$ cat src/rtl/tomasulo_pkg.sv
// Shared widths, func codes and reservation-station entry layout for the
// Tomasulo issue/execute back end.
package tomasulo_pkg;

  localparam int DATA_W = 16;
  localparam int TAG_W  = 3;
  localparam int FUNC_W = 4;
  localparam int REG_W  = 4;

  localparam logic [FUNC_W-1:0] FUNC_ADD = 4'b0000;
  localparam logic [FUNC_W-1:0] FUNC_SUB = 4'b0001;
  localparam logic [FUNC_W-1:0] FUNC_MUL = 4'b0010;
  localparam logic [FUNC_W-1:0] FUNC_DIV = 4'b0011;
  localparam logic [FUNC_W-1:0] FUNC_BEQ = 4'b0100;
  localparam logic [FUNC_W-1:0] FUNC_BNE = 4'b0101;

  // When an sN_rdy bit is clear, sN[TAG_W-1:0] holds the producing ROB tag.
  typedef struct packed {
    logic              valid;
    logic [FUNC_W-1:0] func;
    logic [REG_W-1:0]  rd;
    logic [TAG_W-1:0]  rob;
    logic              s1_rdy;
    logic [DATA_W-1:0] s1;
    logic              s2_rdy;
    logic [DATA_W-1:0] s2;
  } rs_entry_t;

endpackage

$ cat src/rtl/rs_select.sv
// Oldest-ready picker: grants the lowest-index set ready bit.
module rs_select #(
  parameter int N = 3
) (
  input  logic [N-1:0] ready,
  output logic [N-1:0] grant,
  output logic         found
);

  // Priority scan from index 0 (oldest) upward
  always_comb begin
    grant = '0;
    found = 1'b0;
    for (int i = 0; i < N; i++) begin
      grant[i] = ready[i] & ~found;
      found    = found | ready[i];
    end
  end

endmodule

$ cat src/rtl/rs_alu_station.sv
// Collapsing-queue reservation station with CDB wakeup/bypass and a
// valid/ready dispatch register towards one functional-unit class.
module rs_alu_station #(
  parameter int         NUM_ENTRIES = 3,
  parameter int         DATA_W      = 16,
  parameter int         TAG_W       = 3,
  parameter logic [3:0] FUNC_LO     = 4'b0000,
  parameter logic [3:0] FUNC_HI     = 4'b0001
) (
  input  logic              clk1,
  input  logic              reset,
  input  logic              in_valid,
  input  logic [3:0]        in_func,
  input  logic [3:0]        in_rd,
  input  logic [TAG_W-1:0]  in_rob,
  input  logic              in_s1_rdy,
  input  logic [DATA_W-1:0] in_s1,
  input  logic              in_s2_rdy,
  input  logic [DATA_W-1:0] in_s2,
  output logic              in_ready,
  output logic [1:0]        occupancy,
  input  logic              cdb_valid,
  input  logic [TAG_W-1:0]  cdb_tag,
  input  logic [DATA_W-1:0] cdb_value,
  input  logic              flush,
  output logic              fu_valid,
  input  logic              fu_ready,
  output logic [3:0]        fu_func,
  output logic [3:0]        fu_rd,
  output logic [TAG_W-1:0]  fu_rob,
  output logic [DATA_W-1:0] fu_a,
  output logic [DATA_W-1:0] fu_b
);
  import tomasulo_pkg::*;

  localparam int         IDX_W     = $clog2(NUM_ENTRIES);
  localparam logic [3:0] FUNC_SPAN = FUNC_HI - FUNC_LO;

  rs_entry_t              entries_q [NUM_ENTRIES];
  rs_entry_t              entries_d [NUM_ENTRIES];
  rs_entry_t              woken [NUM_ENTRIES+1];
  rs_entry_t              new_entry;
  logic [1:0]             occ_q, occ_d;
  logic                   fu_valid_q, fu_valid_d;
  logic [3:0]             fu_func_q, fu_func_d;
  logic [3:0]             fu_rd_q, fu_rd_d;
  logic [TAG_W-1:0]       fu_rob_q, fu_rob_d;
  logic [DATA_W-1:0]      fu_a_q, fu_a_d;
  logic [DATA_W-1:0]      fu_b_q, fu_b_d;
  logic [NUM_ENTRIES-1:0] ready_vec, grant;
  logic                   found, dispatch, alloc;
  logic                   s1_byp, s2_byp, w1, w2;
  logic [IDX_W-1:0]       sel_idx, wr_idx;
  logic [3:0]             func_off;

  // Select works on registered state, so a wakeup dispatches one cycle later
  always_comb begin
    ready_vec = '0;
    for (int i = 0; i < NUM_ENTRIES; i++) begin
      ready_vec[i] = entries_q[i].valid & entries_q[i].s1_rdy & entries_q[i].s2_rdy;
    end
  end

  rs_select #(.N(NUM_ENTRIES)) u_select (
    .ready (ready_vec),
    .grant (grant),
    .found (found)
  );

  // Next-state for queue, occupancy and dispatch register
  always_comb begin
    sel_idx = '0;
    for (int i = 0; i < NUM_ENTRIES; i++) begin
      sel_idx = sel_idx | (grant[i] ? IDX_W'(i) : '0);
    end

    in_ready = (occ_q < 2'(NUM_ENTRIES));
    func_off = in_func - FUNC_LO;
    alloc    = in_valid & in_ready & (func_off <= FUNC_SPAN);
    dispatch = found & (~fu_valid_q | fu_ready);
    wr_idx   = IDX_W'(occ_q - {1'b0, dispatch});

    s1_byp           = cdb_valid & ~in_s1_rdy & (in_s1[TAG_W-1:0] == cdb_tag);
    s2_byp           = cdb_valid & ~in_s2_rdy & (in_s2[TAG_W-1:0] == cdb_tag);
    new_entry.valid  = 1'b1;
    new_entry.func   = in_func;
    new_entry.rd     = in_rd;
    new_entry.rob    = in_rob;
    new_entry.s1_rdy = in_s1_rdy | s1_byp;
    new_entry.s1     = s1_byp ? cdb_value : in_s1;
    new_entry.s2_rdy = in_s2_rdy | s2_byp;
    new_entry.s2     = s2_byp ? cdb_value : in_s2;

    w1 = 1'b0;
    w2 = 1'b0;
    for (int i = 0; i < NUM_ENTRIES; i++) begin
      w1 = cdb_valid & entries_q[i].valid & ~entries_q[i].s1_rdy &
           (entries_q[i].s1[TAG_W-1:0] == cdb_tag);
      w2 = cdb_valid & entries_q[i].valid & ~entries_q[i].s2_rdy &
           (entries_q[i].s2[TAG_W-1:0] == cdb_tag);
      woken[i]        = entries_q[i];
      woken[i].s1_rdy = entries_q[i].s1_rdy | w1;
      woken[i].s1     = w1 ? cdb_value : entries_q[i].s1;
      woken[i].s2_rdy = entries_q[i].s2_rdy | w2;
      woken[i].s2     = w2 ? cdb_value : entries_q[i].s2;
    end
    woken[NUM_ENTRIES] = '0;

    // New entry lands above the survivors; dispatch collapses the hole
    for (int i = 0; i < NUM_ENTRIES; i++) begin
      if (flush) begin
        entries_d[i] = '0;
      end else if (alloc && (IDX_W'(i) == wr_idx)) begin
        entries_d[i] = new_entry;
      end else if (dispatch && (IDX_W'(i) >= sel_idx)) begin
        entries_d[i] = woken[i+1];
      end else begin
        entries_d[i] = woken[i];
      end
    end

    occ_d      = flush ? 2'd0 : (occ_q + {1'b0, alloc} - {1'b0, dispatch});
    fu_valid_d = fu_valid_q;
    fu_func_d  = fu_func_q;
    fu_rd_d    = fu_rd_q;
    fu_rob_d   = fu_rob_q;
    fu_a_d     = fu_a_q;
    fu_b_d     = fu_b_q;
    if (flush) begin
      fu_valid_d = 1'b0;
    end else if (dispatch) begin
      fu_valid_d = 1'b1;
      fu_func_d  = entries_q[sel_idx].func;
      fu_rd_d    = entries_q[sel_idx].rd;
      fu_rob_d   = entries_q[sel_idx].rob;
      fu_a_d     = entries_q[sel_idx].s1;
      fu_b_d     = entries_q[sel_idx].s2;
    end else if (fu_ready) begin
      fu_valid_d = 1'b0;
    end else begin
      fu_valid_d = fu_valid_q;
    end
  end

  // State registers with synchronous reset
  always_ff @(posedge clk1) begin
    if (reset) begin
      for (int i = 0; i < NUM_ENTRIES; i++) begin
        entries_q[i] <= '0;
      end
      occ_q      <= 2'd0;
      fu_valid_q <= 1'b0;
      fu_func_q  <= 4'd0;
      fu_rd_q    <= 4'd0;
      fu_rob_q   <= '0;
      fu_a_q     <= '0;
      fu_b_q     <= '0;
    end else begin
      for (int i = 0; i < NUM_ENTRIES; i++) begin
        entries_q[i] <= entries_d[i];
      end
      occ_q      <= occ_d;
      fu_valid_q <= fu_valid_d;
      fu_func_q  <= fu_func_d;
      fu_rd_q    <= fu_rd_d;
      fu_rob_q   <= fu_rob_d;
      fu_a_q     <= fu_a_d;
      fu_b_q     <= fu_b_d;
    end
  end

  assign occupancy = occ_q;
  assign fu_valid  = fu_valid_q;
  assign fu_func   = fu_func_q;
  assign fu_rd     = fu_rd_q;
  assign fu_rob    = fu_rob_q;
  assign fu_a      = fu_a_q;
  assign fu_b      = fu_b_q;

endmodule

$ cat config.mk
export PLATFORM = sky130hd
export DESIGN_NAME = rs_alu_station
export DESIGN_NICKNAME = d
export VERILOG_FILES = /design/src/rtl/tomasulo_pkg.sv /design/src/rtl/rs_select.sv /design/src/rtl/rs_alu_station.sv
export SDC_FILE = /design/constraint.sdc
export NUM_CORES = 1
export LEC_CHECK = 0
export CAP_MARGIN = 40
export CORE_MARGIN = 10
export CORE_UTILIZATION = 35
export DETAILED_ROUTE_END_ITERATION = 8
export DONT_BUFFER_PORTS = 1
export GPL_TIMING_DRIVEN = 0
export SYNTH_ARGS = -nofsm -noshare
export SYNTH_HDL_FRONTEND = slang
export SYNTH_SLANG_ARGS = --single-unit
$ cat constraint.sdc
create_clock -name clk1 -period 2.4 [get_ports clk1]
set_input_delay 0.24 -clock clk1 [delete_from_list [all_inputs] [get_ports clk1]]
set_output_delay 0.24 -clock clk1 [all_outputs]
set_load 0.01 [all_outputs]
* Word level (Yosys, flattened, before mapping)
Memory sizes are Yosys's and may differ from the RTL's. A register that Yosys moved wholly into a read port is not among the register bits.
Index checks and enable logic that the tools add are counted.
** Storage, ports and cells
- Register bits after elaboration :: 3
- Bits in writable memories :: 138
- Input port bits :: 70
- Logic and storage cells :: 115
- Memories kept :: 1
** Cells by class
- Add/sub/neg operators :: 3
- $lt $le $gt $ge :: 5
- Eq/ne operators :: 10
- Mux-type cells :: 27
- Bitwise gates (word level) :: 57
- Reductions and logical operators :: 10
** Memory list
- entries_q :: depth 3, bits a word 46, rd ports 4, clocked after memory_dff 1, wr ports 3, RTL line rs_alu_station.sv:39 : rs_entry_t entries_q [NUM_ENTRIES];
** Operators with widths (count)
- $mux W46 :: 12
- $mux W16 :: 8
- $and A1 B1 Y1 :: 30
- $eq A3 B3 Y1 :: 8
- $or A1 B1 Y1 :: 14
- $not A1 Y1 :: 12
- $logic_and A1 B1 Y1 :: 6
- $mux W1 :: 6
- $ge A1 B2 Y1 const A :: 2
- $le A4 B1 Y1 const B :: 1
- $sub A2 B1 Y2 :: 2
- $add A2 B1 Y2 :: 1
- $eq A1 B2 Y1 const A :: 1
- $eq A2 B2 Y1 const A :: 1
- $ge A2 B2 Y1 const A :: 1
- $logic_not A2 Y1 :: 1
- $lt A2 B2 Y1 const B :: 1
- $mux W2 :: 1
- $or A1 B2 Y2 :: 1
- $reduce_and A2 Y1 :: 1
- $reduce_bool A2 Y1 :: 1
- $reduce_or A2 Y1 :: 1

* Depth between registers and ports, before layout
Gate-level depths: netlist of the first run.
An unclocked memory read counts as a cell.
- Depth in word-level cells :: 14
- Depth in mapped cells :: 11

* Cells and area by module
A second synthesis of the first run with hierarchy kept.
** Second synthesis, totals
- Cell total of the unflattened synthesis :: 1147
- Area, all modules :: 9829.4 µm²
** By module, submodules not included
- rs_alu_station :: instances 1, cells each 1143, area each 9801.9 µm², seq. area each 3683.5 µm²
- rs_select :: instances 1, cells each 4, area each 27.5 µm², seq. area each 0.0 µm²

* Worst setup path after synthesis of the first run
Ideal clock, no wire load.
- Path type :: reg2reg
- Start point :: memory entries_q[0][33] (netlist name)
- End point :: memory entries_q[0][5] (netlist name)
- Arrival :: 2.451 ns
- Required time :: 2.317 ns
- Slack :: -0.133 ns
- Stages on the path, launching flop included :: 12
- Buffers on the path :: 2
- Period minus slack after synthesis :: 2.533 ns
- Path through :: dfxtp_1 -> and3_1 -> buf_2 -> o31ai_4 -> inv_1 -> ha_1 -> nand2b_1 -> o21ai_2 -> nor3_1 -> clkbuf_1 -> nand2_1 -> o221ai_1
** RTL lines (RTL line)
- start, declared :: rs_alu_station.sv:39

==> results.json, run 1 <==
{
  "status": "complete, but fails checks",
  "violations": "negative setup slack",
  "antenna_found_initial": 1,
  "vias": 8974,
  "synth_area_mm2": 0.00961,
  "cp.arrival_ns": 2.74,
  "slew_headroom_pct": 39.7,
  "track_usage_pct": 21.3,
  "io_pins": 117,
  "fmax_ghz": 0.416,
  "power_mw": 6.27,
  "clock_skew_ns": 0.0165,
  "tightest_slew_ns": 0.905,
  "yosysWarnings": 0,
  "nets": 1174,
  "start_util_pct": 35.6,
  "final_antenna_net_count": 0,
  "clock_latency_ns": 0.45,
  "core_area_mm2": 0.0270,
  "cts_sinks": 184,
  "clockBufferDepth": 2,
  "area_growth_pct": 16.4,
  "synth_nets": 1133,
  "post-route-period-util_pct": 100,
  "slew_viol_final": 0,
  "r2r_start": "entries_q[1][45]",
  "power.density_mw_per_mm2": 561,
  "die-height_um": 186,
  "tritoncts": "built",
  "hold_start": "in_func[0]",
  "drt-total-wl_um": 37400,
  "hold_path_class": "primary input to register",
  "grt_pass1_vias": 8639,
  "yosys.area.top_type_share_pct": 38.3,
  "critPathRequiredTime_ns": 2.74,
  "synth_edf_count": 0,
  "rows": 60,
  "leakage_nw": 4.07,
  "wl_per_cell_um": 25.7,
  "synthCells": 1060,
  "startpoint_type": "register",
  "grt_overflow": 0,
  "avgViaCountPerCell": 6.16,
  "rsz0062_at_grt": "true",
  "ys_ff_latch": 184,
  "async_flop_share_pct": 0,
  "synth_top_cell_by_area": "dfxtp_1",
  "dp_hpwl_um": 26200,
  "grt_max_degree": 17,
  "vdd_drop_max_mv": 0.498,
  "gp_congestion": 0.941,
  "drc": 0,
  "portBuffers": 0,
  "post-route-util_pct": 41.5,
  "synth_flop_cell": "dfxtp_1",
  "final_cell_mix": "dfxtp_1 (180), nand2_1 (138), mux2i_1 (129), nor2_1 (100), a21oi_1 (68)",
  "drtPass1Iterations": 6,
  "seq_area_frac_synth_pct": 38.3,
  "syn_area_per_cell_um2": 9.06,
  "layout-drive-gt1-share_pct": 15.8,
  "h-tree-depth": 4,
  "die_area_mm2": 0.0345,
  "first_iter_violations": 971,
  "setup_violations": 1,
  "layout_commonest_cell": "dfxtp_1",
  "setup-tns-final_ns": -0.00362,
  "crit_start": "entries_q[1][45]",
  "cp_max_fo": 7,
  "period_needed_ns": 2.40,
  "maxCapViolations": 0,
  "finalHoldViolCount": 0,
  "die_width_um": 186,
  "root_buffer": "clkbuf_16",
  "fin_ws_ns": -0.00362,
  "endpoint_kind": "register",
  "grt_pass1_wl_um": 55500,
  "synth_area_leaders": "dfxtp_1 (38%), mux2i_1 (13%), nand2_1 (5.5%), a221oi_1 (4.6%), nor2_1 (4.0%)",
  "worstSetupPathType": "register to register",
  "cts_buffers": 17,
  "synth_cell_types": 62,
  "cts.clk_slew.worst_paths_ns": 0.07
}
==> registers in the layout (all words and copies together) (netlist names) <==
signal     flops
entries_q    138
fu_a          16
fu_b          16
fu_func        4
fu_rd          4
fu_rob         3
fu_valid       1
occupancy      2
==> final cells by class <==
class,instances,area (um^2)
inverters,5,18.8
flip-flops and latches,184,3690
fillers,2641,15800
well taps,341,427
clock inverters,10,120
diodes,2,5.00
plain buffers,101,684
clock buffers,21,450
multi-input cells,768,5530
repair buffers,24,256
==> power by group <==
group | internal (mW) | leakage, nW | switching [mW] | total, mW
Clock | 1.57 | 0.274 | 1.28 | 2.85
Sequential | 3.06 | 1.48 | 0.00552 | 3.06
Combinational | 0.112 | 2.31 | 0.250 | 0.362
==> stage by stage <==
stage	std cells	hold WS (ns)	worst slack [ns]	area (um^2)
after global placement	1401	0.379	-1.07	10000
after CTS	1454	0.00467	-0.0302	11100
after floorplan	1060	0.376	-0.00859	9620
after detailed placement	1402	0.383	-1.03	10000
final	1456	0.0112	-0.00362	11200
after global routing	1454	0.0207	-0.0624	11200
==> metal layers <==
layer / up-vias / GRT usage (%) / share of wire, %
met2: 455 / 32.8 / 45
met4: 0 / 6.71 / 2.4
met3: 63 / 5.30 / 9.8
met5: - / 0 / 0
li1: 4023 / - / -
met1: 4433 / 28.6 / 43
==> final timing paths <==
kind	end	slack, ns	cells past startpoint
worst max-delay path	entries_q[1][29]	-0.004	11
worst min-delay path	entries_q[0][41]	0.01	2
worst max register to register	entries_q[1][29]	-0.004	11
worst min register to register	entries_q[0][42]	0.45	2
==> cells by family after synthesis <==
group	count (synthesis)	share of synthesized area [%]
xor gates and xnor gates	30	2.81
muxes	134	14.1
AOI/OAI and AO/OA	291	23.9
DFF	184	38.3
adders and majority gates	3	0.391
and+or+nand+nor	310	14.5
buffers and inverters	108	5.98
==> what timing repair did <==
action                                 4_1_cts  5_1_grt
setup buffers                               10        3
resized for setup                           61       54
pin swaps                                   15       10
hold buffers                                 9        0
endpoints found under the hold margin       23        0
cloned                                       3        0
setup endpoints to repair                  172      132
==> critical path, cell delays in order (launching register included) <==
cell and delay, ns:
dfxtp_2 0.37, and3_4 0.18, o31ai_4 0.29, inv_2 0.09, ha_4 0.18, xnor2_4 0.13
nor3b_4 0.30, buf_6 0.21, buf_12 0.12, buf_12 0.13, a221oi_2 0.04, a221oi_1 0.27
==> cell usage after synthesis (4+ instances only) <==
cell / n
or2_2: 4
o221ai_1: 29
a221oi_2: 6
nor2_2: 5
nor2_1: 103
inv_1: 5
a211oi_1: 6
and3_1: 6
buf_2: 36
a21oi_1: 68
buf_6: 11
nand3b_1: 6
mux2i_1: 129
a311oi_1: 16
a2bb2oi_1: 9
nand2b_1: 5
a22o_1: 43
o22ai_1: 4
xnor2_1: 11
o21ai_0: 4
clkbuf_1: 46
dfxtp_1: 184
nand2_1: 141
o211ai_1: 6
nor3_1: 9
o22a_1: 30
xor2_1: 18
nand3_1: 6
a221oi_1: 50
buf_4: 8
o41ai_1: 5
nor4_1: 5
Note: power is estimated with default switching activity, not from simulation.
==> run 2, diff against run 1 <==
Settings changed: CORE_MARGIN 10 to not set.
Clock period 2.4 ns to 2.15 ns, I/O delays scaled along.
==> run 2 against run 1 <==
The run still ends with negative setup slack left. Hold slack better by 0.070 ns. Combinational power is 41% higher. Maximum frequency is 2.6% higher. Critical path depth is 3 lower. Count of clock-buffer cells in the layout is 1 lower. Sequential cell count stayed put. Non-clock buffer count is 48 higher. Clock skew is 0.0077 ns lower. Sequential power is 12% higher. Final area is 17% higher.
==> results.json, run 2 (synthesized netlist as in run 1, its figures left out) <==
{
  "pwr-share-clk_pct": 45.8,
  "root_buffer": "clkbuf_16",
  "drt-total-wl_um": 39800,
  "tritoncts": "built",
  "layout_commonest_cell": "dfxtp_1",
  "gp_congestion": 0.898,
  "clock_latency_ns": 0.44,
  "io_pins": 117,
  "power.density_mw_per_mm2": 556,
  "cts_sinks": 184,
  "final_cell_mix": "dfxtp_1 (175), mux2i_1 (129), nand2_1 (106), nor2_1 (89), a21oi_1 (57)",
  "dp_hpwl_um": 25300,
  "cts.clk_slew.worst_paths_ns": 0.07,
  "vdd_drop_max_mv": 0.585,
  "final_antenna_net_count": 0,
  "clock_skew_ns": 0.00884,
  "cts_buffers": 17,
  "crit_buf_inv": 3,
  "rows": 60,
  "maxCapViolations": 0,
  "finalHoldViolCount": 0,
  "die_width_um": 168,
  "start_util_pct": 35.6,
  "avgViaCountPerCell": 6.25,
  "comb_power_share_pct": 7.0,
  "leakage_nw": 4.81,
  "slew_viol_final": 0,
  "violations": "negative setup slack",
  "core_area_mm2": 0.0270,
  "nets": 1223,
  "dp_slack_ns": -1.02,
  "cp.arrival_ns": 2.63,
  "layout-drive-gt1-share_pct": 32.9,
  "cp_slowest_stage_delay_ns": 0.39,
  "swShare_pct": 25.0,
  "cp_top_family": "compound AO/OA/AOI/OAI gates",
  "crit_chain": "and3_4, buf_4, o21ai_1, buf_4, nor2_4, buf_2, a221oi_2, a221oi_2",
  "endpoint_kind": "register",
  "grt_overflow": 0,
  "drc": 0,
  "worstSetupPathType": "register to register",
  "slew_headroom_pct": 27.3,
  "wl_per_cell_um": 26.4,
  "n_fill_cell": 2440,
  "rsz0062_at_grt": "true",
  "regMostFlops": "entries_q",
  "track_usage_pct": 26.2,
  "period_needed_ns": 2.34,
  "post-route-util_pct": 48.5,
  "area_growth_pct": 36.0,
  "fin_ws_ns": -0.193,
  "reg2reg_slack_ns": -0.19,
  "die_area_mm2": 0.0281,
  "cp_max_fo": 10,
  "p_int_mw": 5.44,
  "critPathRequiredTime_ns": 2.43,
  "startpoint_type": "register",
  "switchingPower_mw": 1.82,
  "cp_slowest_cell": "o21ai_1",
  "post-route-period-util_pct": 109,
  "largest_reg_flops": 138,
  "vias": 9408,
  "p_seq_share_pct": 47.1,
  "fmax_ghz": 0.427,
  "first_iter_violations": 761,
  "portBuffers": 0,
  "drtPass1Iterations": 5,
  "die-height_um": 168,
  "antenna_found_initial": 3,
  "setup_violations": 85,
  "grt_pass1_wl_um": 55300,
  "tightest_slew_ns": 1.09,
  "grt_max_degree": 17,
  "grt_pass1_vias": 8652,
  "hold_path_class": "primary input to register",
  "h-tree-depth": 4,
  "status": "complete, but fails checks",
  "clockBufferDepth": 2
}
## run 2: per-layer routing
layer	global-route usage (%)	vias to the layer above	share of wire (%)
li1	-	4135	-
met1	34.5	4619	41
met2	40.7	541	46
met3	6.48	113	9.0
met4	11.2	0	4.3
met5	0	-	0
## run 2: final timing paths
path | from | endpoint | cells past startpoint
worst max-delay path | entries_q[1][16] | entries_q[1][23] | 8
worst min-delay path | reset | fu_b[15] | 2
worst min register to register | entries_q[0][43] | entries_q[0][43] | 2
worst max register to register | entries_q[1][16] | entries_q[1][23] | 8
## run 2: power by group through the flow
stage          Sequential, mW  Combinational, mW  Clock [mW]
4_1_cts                  3.42              0.428        3.31
5_1_grt                  3.42              0.531        3.48
3_5_place_dp             3.50              0.369           0
2_1_floorplan            3.50              0.252           0
6_report                 3.42              0.509        3.33
3_3_place_gp             3.50              0.367           0
## run 2: timing repair
| action | in CTS | in global routing |
|---|---|---|
| buffers inserted | 25 | 24 |
| cloned | 4 | 13 |
| hold buffers | 9 | 0 |
| endpoints found under the hold margin | 25 | 0 |
| pin swaps | 40 | 56 |
| setup endpoints to repair | 180 | 168 |
| gates resized for setup | 109 | 244 |
## run 2: area by class of cell
type	instances	area (um^2)	area share, %
Antenna cell	3	7.51	0.0575
Buffer	100	893	6.84
Clock buffer	20	447	3.42
Clock inverter	10	146	1.12
Inverter	5	18.8	0.144
Multi-Input combinational cell	769	6510	49.8
Sequential cell	184	3700	28.3
Tap cell	341	427	3.27
Timing Repair Buffer	73	920	7.04
## run 2: through the flow
stage | TNS [ns] | hold WS (ns) | cells | power [mW] | cell area, um^2
3_5_place_dp | -115.41 | 0.365 | 1403 | 3.87 | 10200
4_1_cts | -4.46 | 0.0747 | 1469 | 7.16 | 11600
6_report | -8.26 | 0.0816 | 1505 | 7.26 | 13100
2_1_floorplan | -2.82 | 0.355 | 1060 | 3.75 | 9770
5_1_grt | -15.24 | 0.0769 | 1504 | 7.43 | 13100
3_3_place_gp | -109.56 | 0.358 | 1401 | 3.87 | 10200
## run 2: worst reg2reg max path: stages (launching register included)
cell      delay (ns)
dfxtp_4         0.36
and3_4          0.19
buf_4           0.13
o21ai_1         0.39
buf_4           0.32
nor2_4          0.11
buf_2           0.26
a221oi_2        0.32
a221oi_2        0.09
==> run 3, diff against run 2 <==
Settings changed: CORE_MARGIN set to 2.
==> run 3 against run 2 <==
Critical path depth increased by 3. Hold slack about the same. Final area decreased by 4.4%. Clock skew increased by 0.0025 ns. Global-route usage decreased by 0.63 points. Sequential cell count unchanged. Sequential share of layout area increased by 1.3 points. Register-to-register slack got worse by 0.07 ns. Highest routed layer is now met5. The run still ends with negative setup slack left.
==> results.json, run 3 (synthesized netlist as in run 1, its figures left out) <==
{
  "antenna_found_initial": 3,
  "gp_congestion": 0.903,
  "clock_skew_ns": 0.0113,
  "die_width_um": 170,
  "seq_area_mm2": 0.00370,
  "critPathRequiredTime_ns": 2.50,
  "post-route-period-util_pct": 112,
  "reg2reg_slack_ns": -0.26,
  "nets": 1215,
  "start_util_pct": 35.6,
  "die_area_mm2": 0.0288,
  "place_inst": 1403,
  "crit_chain": "and3_4, o31ai_4, inv_2, ha_4, xnor2_2, nor3b_4, buf_6, buf_12, buf_12, a221oi_2, a221oi_1",
  "tightest_slew_ns": 0.921,
  "layout-drive-gt1-share_pct": 29.1,
  "dp_hpwl_um": 25500,
  "grt_pass1_wl_um": 55300,
  "final_cell_mix": "dfxtp_1 (175), mux2i_1 (129), nand2_1 (101), nor2_1 (98), a21oi_1 (59)",
  "dp_slack_ns": -1.11,
  "slew_headroom_pct": 38.4,
  "cp.arrival_ns": 2.76,
  "grt_overflow": 0,
  "hold_path_class": "primary input to register",
  "instances_no_fill": 1498,
  "drtPass1Iterations": 6,
  "grt_pass1_vias": 8793,
  "n_fill_cell": 2557,
  "clock_latency_ns": 0.45,
  "cts_buffers": 17,
  "die-height_um": 170,
  "cp_slowest_stage_delay_ns": 0.35,
  "power_mw": 6.95,
  "drt-total-wl_um": 39500,
  "status": "complete, but fails checks",
  "finalHoldViolCount": 0,
  "worstSetupPathType": "register to register",
  "fin_ws_ns": -0.262,
  "endpoint_kind": "register",
  "core_area_mm2": 0.0270,
  "first_iter_violations": 1037,
  "final_antenna_net_count": 0,
  "multi_input_area_mm2": 0.00620,
  "period_needed_ns": 2.41,
  "h-tree-depth": 4,
  "drc": 0,
  "violations": "negative setup slack",
  "leakage_nw": 4.80,
  "regMostFlops": "entries_q",
  "layout_commonest_cell": "dfxtp_1",
  "avgViaCountPerCell": 6.21,
  "fmax_ghz": 0.415,
  "vias": 9300,
  "maxCapViolations": 0,
  "path_common_cell": "buf_12",
  "cp_max_fo": 6,
  "setup_violations": 99,
  "root_buffer": "clkbuf_16",
  "clockBufferDepth": 2,
  "cp_slowest_cell": "dfxtp_4",
  "largest_reg_flops": 138,
  "power.density_mw_per_mm2": 557,
  "setup-tns-final_ns": -10.34,
  "slew_viol_final": 0,
  "vdd_drop_max_mv": 0.536,
  "io_pins": 117,
  "rsz0062_at_grt": "true",
  "grt_max_degree": 17,
  "track_usage_pct": 25.6,
  "portBuffers": 0,
  "cts.clk_slew.worst_paths_ns": 0.08,
  "cts_sinks": 184,
  "startpoint_type": "register",
  "wl_per_cell_um": 26.3,
  "area_growth_pct": 29.9,
  "rows": 60,
  "tritoncts": "built"
}
-- run 3: cell type report --
| cell class | count | share of cell area (%) |
|---|---|---|
| flip-flops and latches | 184 | 29.6 |
| plain buffers | 99 | 6.69 |
| diodes | 2 | 0.0401 |
| inverters | 5 | 0.150 |
| multi-input cells | 770 | 49.6 |
| repair buffers | 65 | 6.05 |
| clock buffers | 20 | 3.66 |
| well taps | 341 | 3.42 |
| clock inverters | 12 | 0.732 |
-- run 3: path summary, 6_finish.rpt --
path	startpoint	end	cells after the start
max	entries_q[1][16]	entries_q[1][30]	11
min	reset	fu_b[15]	2
max reg2reg	entries_q[1][16]	entries_q[1][30]	11
min reg2reg	entries_q[0][42]	entries_q[0][42]	2
-- run 3: repair_timing --
| item | 4_1_cts | 5_1_grt |
|---|---|---|
| setup endpoints to repair | 180 | 166 |
| setup buffers | 23 | 22 |
| endpoints found under the hold margin | 25 | 0 |
| cloned | 4 | 9 |
| resized for setup | 96 | 188 |
| pin swaps | 37 | 69 |
| hold buffers | 9 | 0 |
-- run 3: per-layer routing --
| metal | track usage (%) | vias up | share of wire [%] |
|---|---|---|---|
| met5 | 0 | - | 0.018 |
| met3 | 5.90 | 100 | 8.9 |
| met1 | 33.8 | 4570 | 42 |
| met2 | 40.4 | 488 | 45 |
| li1 | - | 4140 | - |
| met4 | 10.4 | 2 | 4.1 |
-- run 3: where the power goes --
group / internal [mW] / total (mW) / switching, mW
sequential: 3.41 / 3.42 / 0.00831
combinational: 0.161 / 0.489 / 0.327
clock: 1.56 / 3.04 / 1.49
-- run 3: per-stage QoR --
step           cell area (um^2)  utilization [%]  hold slack (ns)
3_3_place_gp              10200             37.8            0.357
3_5_place_dp              10200             37.9            0.366
4_1_cts                   11400             42.5           0.0803
2_1_floorplan              9770                -            0.355
6_report                  12500             46.3           0.0814
5_1_grt                   12500             46.3           0.0870
-- run 3: worst max-delay path, delay by kind of cell, from the launching register on --
family,cells,cell delay (ns)
adders and majority gates,1,0.17
buffers and inverters,4,0.57
DFF,1,0.35
and+or+nand+nor,2,0.51
AOI/OAI and AO/OA,3,0.58
xor gates and xnor gates,1,0.14
